$ cat src/rtl/axi_stream_input.sv
// AXI4-Stream slave that packs PACK beats per word into the NPU input SRAM.
// Optional AXIS_IN_LEN_CHECK_EN adds a len_err output flagging length mismatches.
module axi_stream_input #(
  parameter int unsigned DATA_WIDTH         = 8,
  parameter int unsigned PACK               = 4,
  parameter int unsigned SRAM_WIDTH_I       = DATA_WIDTH * PACK,
  parameter int unsigned MAX_ADDR_WIDTH     = 13,
  parameter int unsigned SIZE_WIDTH         = 16,
  parameter int unsigned NUM_CHANNELS_WIDTH = $clog2(64 + 1)
) (
  input  logic                          s_axis_aclk,
  input  logic                          s_axis_aresetn,
  input  logic [DATA_WIDTH-1:0]         s_axis_tdata,
  input  logic                          s_axis_tvalid,
  output logic                          s_axis_tready,
  input  logic                          s_axis_tlast,
  input  logic [NUM_CHANNELS_WIDTH-1:0] s_axis_tuser,
  output logic                          sram_in_en,
  output logic [MAX_ADDR_WIDTH-1:0]     sram_in_addr,
  output logic [SRAM_WIDTH_I-1:0]       sram_in_data,
  input  logic                          start_input,
  input  logic [SIZE_WIDTH-1:0]         in_size,
  output logic [SIZE_WIDTH-1:0]         in_count,
  output logic [NUM_CHANNELS_WIDTH-1:0] num_channels,
  output logic                          in_done,
  output logic                          in_busy
`ifdef AXIS_IN_LEN_CHECK_EN
  ,
  output logic                          len_err
`endif
);

  localparam int unsigned LANE_W = (PACK > 1) ? $clog2(PACK) : 1;
  localparam logic [LANE_W-1:0] LAST_LANE = LANE_W'(PACK - 1);

  localparam logic [1:0] ST_IDLE  = 2'd0;
  localparam logic [1:0] ST_RECV  = 2'd1;
  localparam logic [1:0] ST_FLUSH = 2'd2;
  localparam logic [1:0] ST_DONE  = 2'd3;

  logic [1:0]                    state_q, state_d;
  logic                          tready_q, tready_d;
  logic                          en_q, en_d;
  logic [MAX_ADDR_WIDTH-1:0]     addr_q, addr_d;
  logic [SRAM_WIDTH_I-1:0]       data_q, data_d;
  logic [SIZE_WIDTH-1:0]         count_q, count_d;
  logic [NUM_CHANNELS_WIDTH-1:0] nch_q, nch_d;
  logic                          done_q, done_d;
  logic                          busy_q, busy_d;
  logic [SIZE_WIDTH-1:0]         size_q, size_d;
  logic [LANE_W-1:0]             lane_q, lane_d;
  logic [MAX_ADDR_WIDTH-1:0]     waddr_q, waddr_d;
  logic [SRAM_WIDTH_I-1:0]       pack_q, pack_d;
`ifdef AXIS_IN_LEN_CHECK_EN
  logic                          err_pend_q, err_pend_d;
  logic                          len_err_q, len_err_d;
`endif

  logic                          accept_c;
  logic                          end_c;
  logic [SIZE_WIDTH-1:0]         cnt_inc_c;
  logic [SRAM_WIDTH_I-1:0]       word_c;

  // Next-state, packing and output decode
  always_comb begin
    state_d  = state_q;
    en_d     = 1'b0;
    addr_d   = addr_q;
    data_d   = data_q;
    count_d  = count_q;
    nch_d    = nch_q;
    size_d   = size_q;
    lane_d   = lane_q;
    waddr_d  = waddr_q;
    pack_d   = pack_q;
`ifdef AXIS_IN_LEN_CHECK_EN
    err_pend_d = err_pend_q;
    len_err_d  = len_err_q;
`endif
    accept_c  = s_axis_tvalid && tready_q;
    cnt_inc_c = count_q + SIZE_WIDTH'(1);
    end_c     = s_axis_tlast || ((size_q != '0) && (cnt_inc_c == size_q));
    word_c    = pack_q;
    word_c[lane_q*DATA_WIDTH +: DATA_WIDTH] = s_axis_tdata;

    case (state_q)
      ST_IDLE: begin
        if (start_input) begin
          state_d = ST_RECV;
          size_d  = in_size;
          count_d = '0;
          nch_d   = '0;
          lane_d  = '0;
          waddr_d = '0;
          pack_d  = '0;
`ifdef AXIS_IN_LEN_CHECK_EN
          err_pend_d = 1'b0;
          len_err_d  = 1'b0;
`endif
        end
      end
      ST_RECV: begin
        if (accept_c) begin
          count_d = cnt_inc_c;
          if (count_q == '0) nch_d = s_axis_tuser;
          // Lanes are cleared after each full word so a later partial word is zero padded
          if (lane_q == LAST_LANE) begin
            lane_d  = '0;
            pack_d  = '0;
            en_d    = 1'b1;
            data_d  = word_c;
            addr_d  = waddr_q;
            waddr_d = waddr_q + MAX_ADDR_WIDTH'(1);
          end else begin
            lane_d = lane_q + LANE_W'(1);
            pack_d = word_c;
          end
          if (end_c) begin
            state_d = ST_FLUSH;
`ifdef AXIS_IN_LEN_CHECK_EN
            err_pend_d = (size_q != '0) && (!s_axis_tlast || (cnt_inc_c < size_q));
`endif
          end
        end
      end
      ST_FLUSH: begin
        if (lane_q != '0) begin
          en_d    = 1'b1;
          data_d  = pack_q;
          addr_d  = waddr_q;
          waddr_d = waddr_q + MAX_ADDR_WIDTH'(1);
          lane_d  = '0;
          pack_d  = '0;
        end
        state_d = ST_DONE;
`ifdef AXIS_IN_LEN_CHECK_EN
        len_err_d = err_pend_q;
`endif
      end
      default: begin
        state_d = ST_IDLE;
      end
    endcase

    tready_d = (state_d == ST_RECV);
    busy_d   = (state_d == ST_RECV) || (state_d == ST_FLUSH);
    done_d   = (state_d == ST_DONE);
  end

  // State and output registers
  always_ff @(posedge s_axis_aclk or negedge s_axis_aresetn) begin
    if (!s_axis_aresetn) begin
      state_q  <= ST_IDLE;
      tready_q <= 1'b0;
      en_q     <= 1'b0;
      addr_q   <= '0;
      data_q   <= '0;
      count_q  <= '0;
      nch_q    <= '0;
      done_q   <= 1'b0;
      busy_q   <= 1'b0;
      size_q   <= '0;
      lane_q   <= '0;
      waddr_q  <= '0;
      pack_q   <= '0;
`ifdef AXIS_IN_LEN_CHECK_EN
      err_pend_q <= 1'b0;
      len_err_q  <= 1'b0;
`endif
    end else begin
      state_q  <= state_d;
      tready_q <= tready_d;
      en_q     <= en_d;
      addr_q   <= addr_d;
      data_q   <= data_d;
      count_q  <= count_d;
      nch_q    <= nch_d;
      done_q   <= done_d;
      busy_q   <= busy_d;
      size_q   <= size_d;
      lane_q   <= lane_d;
      waddr_q  <= waddr_d;
      pack_q   <= pack_d;
`ifdef AXIS_IN_LEN_CHECK_EN
      err_pend_q <= err_pend_d;
      len_err_q  <= len_err_d;
`endif
    end
  end

  assign s_axis_tready = tready_q;
  assign sram_in_en    = en_q;
  assign sram_in_addr  = addr_q;
  assign sram_in_data  = data_q;
  assign in_count      = count_q;
  assign num_channels  = nch_q;
  assign in_done       = done_q;
  assign in_busy       = busy_q;
`ifdef AXIS_IN_LEN_CHECK_EN
  assign len_err       = len_err_q;
`endif

endmodule

$ cat config.mk
export PLATFORM = sky130hd
export DESIGN_NAME = axi_stream_input
export DESIGN_NICKNAME = d
export VERILOG_FILES = /design/src/rtl/axi_stream_input.sv
export SDC_FILE = /design/constraint.sdc
export NUM_CORES = 1
export LEC_CHECK = 0
export ABC_AREA = 1
export BUFFER_PORTS_ARGS = -buffer_cell sky130_fd_sc_hd__buf_2
export CAP_MARGIN = 20
export CORE_MARGIN = 2
export CORE_UTILIZATION = 45
export CTS_CLUSTER_DIAMETER = 150
export CTS_CLUSTER_SIZE = 30
export DETAILED_ROUTE_END_ITERATION = 12
export HOLD_SLACK_MARGIN = 0.1
export PLACE_DENSITY = 0.72
export REMOVE_ABC_BUFFERS = 1
export SKIP_LAST_GASP = 1
export SLEW_MARGIN = 10
export SYNTH_ARGS = -nofsm -noshare
export SYNTH_HDL_FRONTEND = slang
export SYNTH_SLANG_ARGS = --single-unit
$ cat constraint.sdc
create_clock -name s_axis_aclk -period 5.1 [get_ports s_axis_aclk]
set_input_delay 0.51 -clock s_axis_aclk [delete_from_list [all_inputs] [get_ports s_axis_aclk]]
set_output_delay 0.51 -clock s_axis_aclk [all_outputs]
set_load 0.05 [all_outputs]
# ---- After elaboration in Yosys (flattened, before gate mapping)
# Cells that the tools add are included.
dict set report totals {
  word_cells 87
  inputBits 36
  out_inout_bits 72
  regBits 137
}
dict set report classes {
  n_reduce_logical 17
  mux 39
  n_addsub 4
  n_eq_ne 12
  n_shift 2
}
# operator n
set ops {}
lappend ops {{32-bit 2-to-1 mux} 7}
lappend ops {{32-bit case mux with 3 select lines} 1}
lappend ops {{13-bit 2-to-1 mux} 7}
lappend ops {{32-bit case mux with 2 select lines} 1}
lappend ops {{13-bit case mux with 3 select lines} 1}
lappend ops {{5-bit negation with 34-bit output} 1}
lappend ops {{8-bit by 34-bit variable shift with 32-bit output, first input constant} 1}
lappend ops {{8-bit by 34-bit indexed part select with 32-bit output} 1}
lappend ops {{32-bit bitwise mux} 1}
lappend ops {{16-bit 2-to-1 mux} 2}
lappend ops {{16-bit case mux with 2 select lines} 1}
lappend ops {{13-bit case mux with 2 select lines} 1}
lappend ops {{7-bit 2-to-1 mux} 3}
lappend ops {{16-bit by 1-bit adder with 16-bit output, second input constant} 1}
lappend ops {{16-bit == test} 1}
lappend ops {{16-bit zero test} 1}
lappend ops {{16-bit nonzero test} 1}
lappend ops {{2-bit 2-to-1 mux} 7}
lappend ops {{7-bit case mux with 2 select lines} 1}
lappend ops {{13-bit by 1-bit adder with 13-bit output, second input constant} 1}
lappend ops {{2-bit case mux with 3 select lines} 2}
lappend ops {{4-bit AND reduction} 3}
lappend ops {{2-bit inequality test, second input constant} 5}
lappend ops {{2-bit == test, second input constant} 4}
lappend ops {{other kinds (12)} 19}

# ---- Logic depth before layout (Yosys ltp)
dict set report logic_depth {
  word_depth 9
  mapped_depth 20
  ltp_nobuf 20
}

# ---- Worst setup path before layout
# No wires, ideal clock.
dict set report synth_timing {
  path_kind {register to register}
  start {reg count_q[0] (netlist: in_count[0])}
  end {reg busy_q (netlist: in_busy)}
  setup_slack_ps 2607
  n_path_buf 0
  period_less_slack_ps 2493
  t_arrival_ps 2430
  stages_incl_launch_ff 16
  required_ps 5037
  setup_time_ps 63
  cell_sequence {dfrtp_1 ha_1 nand2_1 nor2_4 nand2_1 nor2_2 xnor3_1 nand2_1 nor2_1 nand2_1 nand2_1 nand2_1 nand3_1 a21oi_1 ha_1 inv_1}
}
dict set report synth_via {
  elab_chain_len 9
  word_cells_on_any_way 10
  cone_classes {add/sub (1); eq/ne (3); mux (3); reduce/logical (3)}
}
# item line
set synth_rtl {}
lappend synth_rtl {{start, declared} 46} ;# logic [SIZE_WIDTH-1:0] count_q, count_d;
lappend synth_rtl {{start signal, assigned} 176} ;# count_q <= count_d;
lappend synth_rtl {{16-bit by 1-bit adder with 16-bit output (*)} 81} ;# cnt_inc_c = count_q + SIZE_WIDTH'(1);
lappend synth_rtl {{16-bit == test (*)} 82} ;# end_c = s_axis_tlast || ((size_q != '0) && (cnt_inc_c == size_q));
lappend synth_rtl {{1-bit logical AND (*)} 82}
lappend synth_rtl {{1-bit logical OR (*)} 82}
lappend synth_rtl {{2-bit 2-to-1 mux (*)} 118} ;# if (end_c) begin
lappend synth_rtl {{2-bit 2-to-1 mux (*)} 103} ;# if (accept_c) begin
lappend synth_rtl {{2-bit case mux with 3 select lines (*)} 86} ;# case (state_q)
lappend synth_rtl {{via state_d[0]} 41} ;# logic [1:0] state_q, state_d;
lappend synth_rtl {{2-bit by 1-bit == test with 1-bit output / 2-bit == test (equally long branches)} 146} ;# busy_d = (state_d == ST_RECV) || (state_d == ST_FLUSH);
lappend synth_rtl {{1-bit logical OR (*)} 146}
lappend synth_rtl {{via busy_d} 49} ;# logic busy_q, busy_d;
lappend synth_rtl {{end signal, assigned} 179} ;# busy_q <= busy_d;
lappend synth_rtl {{end, declared} 49}
# The timed path passes the listed nets; every way through them passes the cells marked *.
# A chain may end at the register's enable or synchronous reset.

# ---- Worst setup path in the final report
dict set report layout_timing {
  start {reg lane_q[0]}
  end {reg waddr_q[12]}
}
dict set report layout_via {
  elab_chain_len 3
  word_cells_on_any_way 5
  cone_classes {eq/ne (3); reduce/logical (2)}
}
# item line
set layout_rtl {}
lappend layout_rtl {{start, declared} 51} ;# logic [LANE_W-1:0] lane_q, lane_d;
lappend layout_rtl {{start signal, assigned} 181} ;# lane_q <= lane_d;
lappend layout_rtl {{2-bit == test / 2-bit nonzero test (equally long branches)} {107, 127}}
lappend layout_rtl {{2-bit inequality test (no line)} n/a}
lappend layout_rtl {{5-bit AND reduction (no line) (*)} n/a}
lappend layout_rtl {{end signal, assigned} 182} ;# waddr_q <= waddr_d;
lappend layout_rtl {{end, declared} 52} ;# logic [MAX_ADDR_WIDTH-1:0] waddr_q, waddr_d;
# Every way passes the cells marked *; elsewhere a longest branch is shown, timed or not.

==> Implementation_results.wiki <==
{| class="wikitable"
! Metric !! Value
|-
| Post-synthesis to final-layout area growth || 17.4%
|-
| CP Launch Point || lane_q[0]
|-
| Clock tree root buffer cell || clkbuf_16
|-
| Netlist Area Pre-Place || 6990 µm²
|-
| Design Area, Final || a little over 8000 µm²
|-
| Total global routing overflow || 0
|-
| Buffer and inverter count on the worst path || 1
|-
| Distinct cell type count of the synthesized netlist || 39
|-
| Clk buf depth || 2
|-
| Sequential share of the synthesized area || about half
|-
| Worst voltage drop across the vdd grid || between 0.3 and 0.4 mV
|-
| Cell repeated most along the worst path || nand2_1
|-
| Delay of the slowest critical-path stage || 0.51 ns
|-
| Post-Syn Area per Cell || ~8.6 µm²
|-
| Total Routed Length || approximately 17 mm
|-
| Chain of cells forming the critical path || clkinv_1 > ha_1 > nand2_1 > nand2_2 > nor2_4 > nand2_2 > nor3_4 > nand3_2 > nor2_2 > nand2_1 > nor2_2 > nand2_1 > o22ai_1 > a21oi_1
|-
| Count of nets left with antenna violations after detail routing || 0
|-
| Number of cells produced by synthesis || between 800 and 900
|-
| Initial antenna violation count || 0
|-
| Final slew viol count || 0
|-
| Post-detailed-route wirelength per cell || roughly 15 µm
|-
| Pwr Total || roughly 5.5 mW
|-
| DIE WIDTH || around 130 µm
|-
| Rel. slew slack || between 20% and 30%
|-
| Largest delay share family, worst path || simple AND/OR/NAND/NOR gates
|-
| Number of DRC markers in iteration 0 || about 470
|-
| Max FO, Critical Path || 26
|-
| Achievable Freq || approximately 310 MHz
|-
| Number of top-level design ports || 108
|-
| Depth of the worst register-to-register path || 14
|-
| Site row count || 45
|-
| Half-perimeter wire length after detailed placement || approximately 12 mm
|-
| Setup Fix Bufs, Post-CTS || 0
|-
| Antenna cells || 0
|-
| Tcrit/Tclk final || 64.2%
|-
| Input/output buffers || between 100 and 150
|-
| Highest routed layer || met4
|-
| Clock period minus worst slack || 3.27 ns
|-
| Count of maximum capacitance violations || 0
|-
| Classification of the worst setup path || reg -> reg
|-
| Setup TNS || 0 ns
|-
| Largest net degree at the start of global routing || 96
|-
| TritonCTS Sinks || around 140
|-
| RR Endpoint || waddr_q[12]
|-
| Slowest cell on the critical path || dfrtp_1
|-
| Post-synthesis sequential element count || between 100 and 150
|-
| M1 WL || between 7 and 8 mm
|-
| Chip Height || between 100 and 150 µm
|-
| TritonCTS buffer count || 17
|-
| Critical path data required time || around 5.4 ns
|-
| TritonCTS clock tree || built
|-
| Total met3 wirelength after detailed routing || approximately 850 µm
|-
| Fin Clk Skew || between 0.01 and 0.015 ns
|-
| Register-to-Register Setup Slack || between 1.5 and 2 ns
|-
| Net count reported at finish || about 960
|-
| Ratio of total power to cell area || 668 nW/µm²
|-
| Met2 WL post-DR || 7.95 mm
|-
| Area of the core region || 15200 µm²
|-
| Number of detailed-route iterations in the first pass || 5
|-
| Clock network latency to the later pin of the worst-skew pair || 0.42 ns
|-
| CP endpoint kind || register
|-
| Global-route wire length before repair || about 28 mm
|-
| Number of global-route vias before repair || roughly 5600
|-
| Hold Path Class || in -> async
|-
| PostCTS Resize Cnt || 0
|-
| Synth warnings || 0
|-
| Total Die Area || about 17000 µm²
|-
| RSZ-0062 raised after global routing || no
|-
| Post-layout util || a little over half
|-
| R2r startpoint || lane_q[0]
|-
| Leak Pwr || between 3 and 4 nW
|-
| Number of endpoints with negative hold slack in the final report || 0
|-
| Standard cell area after detailed placement || 7670 µm²
|-
| Via density per instance || about 5.5
|-
| Combined global-route utilization of all metal layers || around a fifth
|-
| Gp weighted congestion || roughly 0.86
|-
| Total number of cells along the worst setup path || 14
|-
| Total DRC errors in the routed layout || 0
|-
| Vias after detailed routing || 6080
|-
| Worst Setup Start Kind || register
|-
| Run status || finished clean
|-
| Critical path arrival || ~3.6 ns
|-
| Total of endpoints with negative setup slack in the final report || 0
|-
| Transition time at the pin with the least slew margin || ~1.0 ns
|-
| Share of layout cells above drive strength 1 || approximately a fifth
|-
| Number of hold-repair buffers added at the cts stage || 0
|-
| Starting Density || 46.0%
|-
| Endpoint of the most critical setup path || waddr_q[12]
|-
| Clock slew at the register clock pins of the worst setup and hold paths || about 0.060 ns
|-
| H-tree depth || 4
|}
[flip-flops by register name (all words and copies together), names as in the netlist]
signal,flops
s_axis_tready,1
size_q,16
in_done,1
in_busy,1
sram_in_en,1
sram_in_addr,13
waddr_q,13
state_q,2
lane_q,2
pack_q,32
in_count,16
num_channels,7
sram_in_data,32
[per-layer routing]
layer	global-route usage [%]	vias to the layer above
met5	0	-
met4	8.50	0
met3	4.62	30
met2	33.2	169
li1	-	2981
met1	29.1	2900
[cells in the final DEF (no fill, tap or decap), drive strengths merged]
cell type  Yosys  routed
nand2        160     160
dfrtp        137     137
buf            9     112
inv           98     102
o21ai         87      87
nand3         47      47
nor2          44      44
o211ai        33      33
o21a          32      32
o22ai         29      29
clkbuf        25      19
a21oi         18      18
nand4         16      16
a22oi         16      16
ha            15      15
nor3          14      14
clkinv         6      11
a32oi          9       9
nor3b          4       4
mux2           4       4
clkinvlp       0       4
xnor3          2       2
xor2           2       2
or2            1       1
o21bai         1       1
a211oi         1       1
nor4           1       1
[power breakdown]
group          switching, mW  leakage, nW  internal [mW]
logic                   1.98         1.78          0.750
registers              0.195         1.78           1.44
clock network          0.483        0.256          0.636
total                   2.66         3.82           2.83
[cells by family after synthesis]
family                   share of synthesized area [%]
XOR/XNOR                                         0.894
AO/OA/AOI/OAI                                     20.2
adder cells (fa/ha/maj)                           2.68
flip-flops                                        49.0
multiplexers                                     0.644
buffers and inverters                             7.69
AND/OR/NAND/NOR                                   18.9
[cell usage after synthesis, drive strengths merged]
cell type,number,area (µm²)
o22ai,29,181
o21a,32,240
inv,98,368
a32oi,9,78.8
o211ai,33,248
nand4,16,100
a211oi,1,7.51
a21oi,18,93.8
o21bai,1,7.51
clkinv,6,27.5
nor2,44,210
ha,15,188
o21ai,87,435
a22oi,16,120
nand2,160,626
xnor3,2,45.0
or2,1,6.26
nand3,47,250
xor2,2,17.5
buf,9,48.8
mux2,4,45.0
nor4,1,6.26
nor3,14,91.3
nor3b,4,30.0
dfrtp,137,3430
clkbuf,25,93.8
[area by class of cell]
type | instances | area, µm²
Clock buffer | 19 | 443
Inverter | 104 | 395
Sequential cell | 137 | 3430
Fill cell | 1402 | 6990
Multi-Input combinational cell | 536 | 3040
Tap cell | 188 | 235
Timing Repair Buffer | 112 | 579
Clock inverter | 13 | 93.8
[metrics by stage]
step	setup slack [ns]	hold slack (ns)	std cells
floorplan	-1.71	0.214	777
global placement	1.98	0.467	1077
detailed placement	1.87	0.474	1077
CTS	1.85	0.206	1109
global route	1.42	0.228	1109
finish	1.83	0.123	1109
[worst min path at each step]
| stage | from | to | cells past startpoint |
|---|---|---|---|
| floorplan | s_axis_aresetn | in_busy | 0 |
| global placement | sram_in_data[7] | sram_in_data[7] | 1 |
| detailed placement | sram_in_data[0] | sram_in_data[0] | 1 |
| CTS | s_axis_aresetn | in_count[4] | 1 |
| global route | s_axis_aresetn | in_count[4] | 1 |
| finish | s_axis_aresetn | in_count[4] | 1 |
Power figures use the tool's default switching activity.
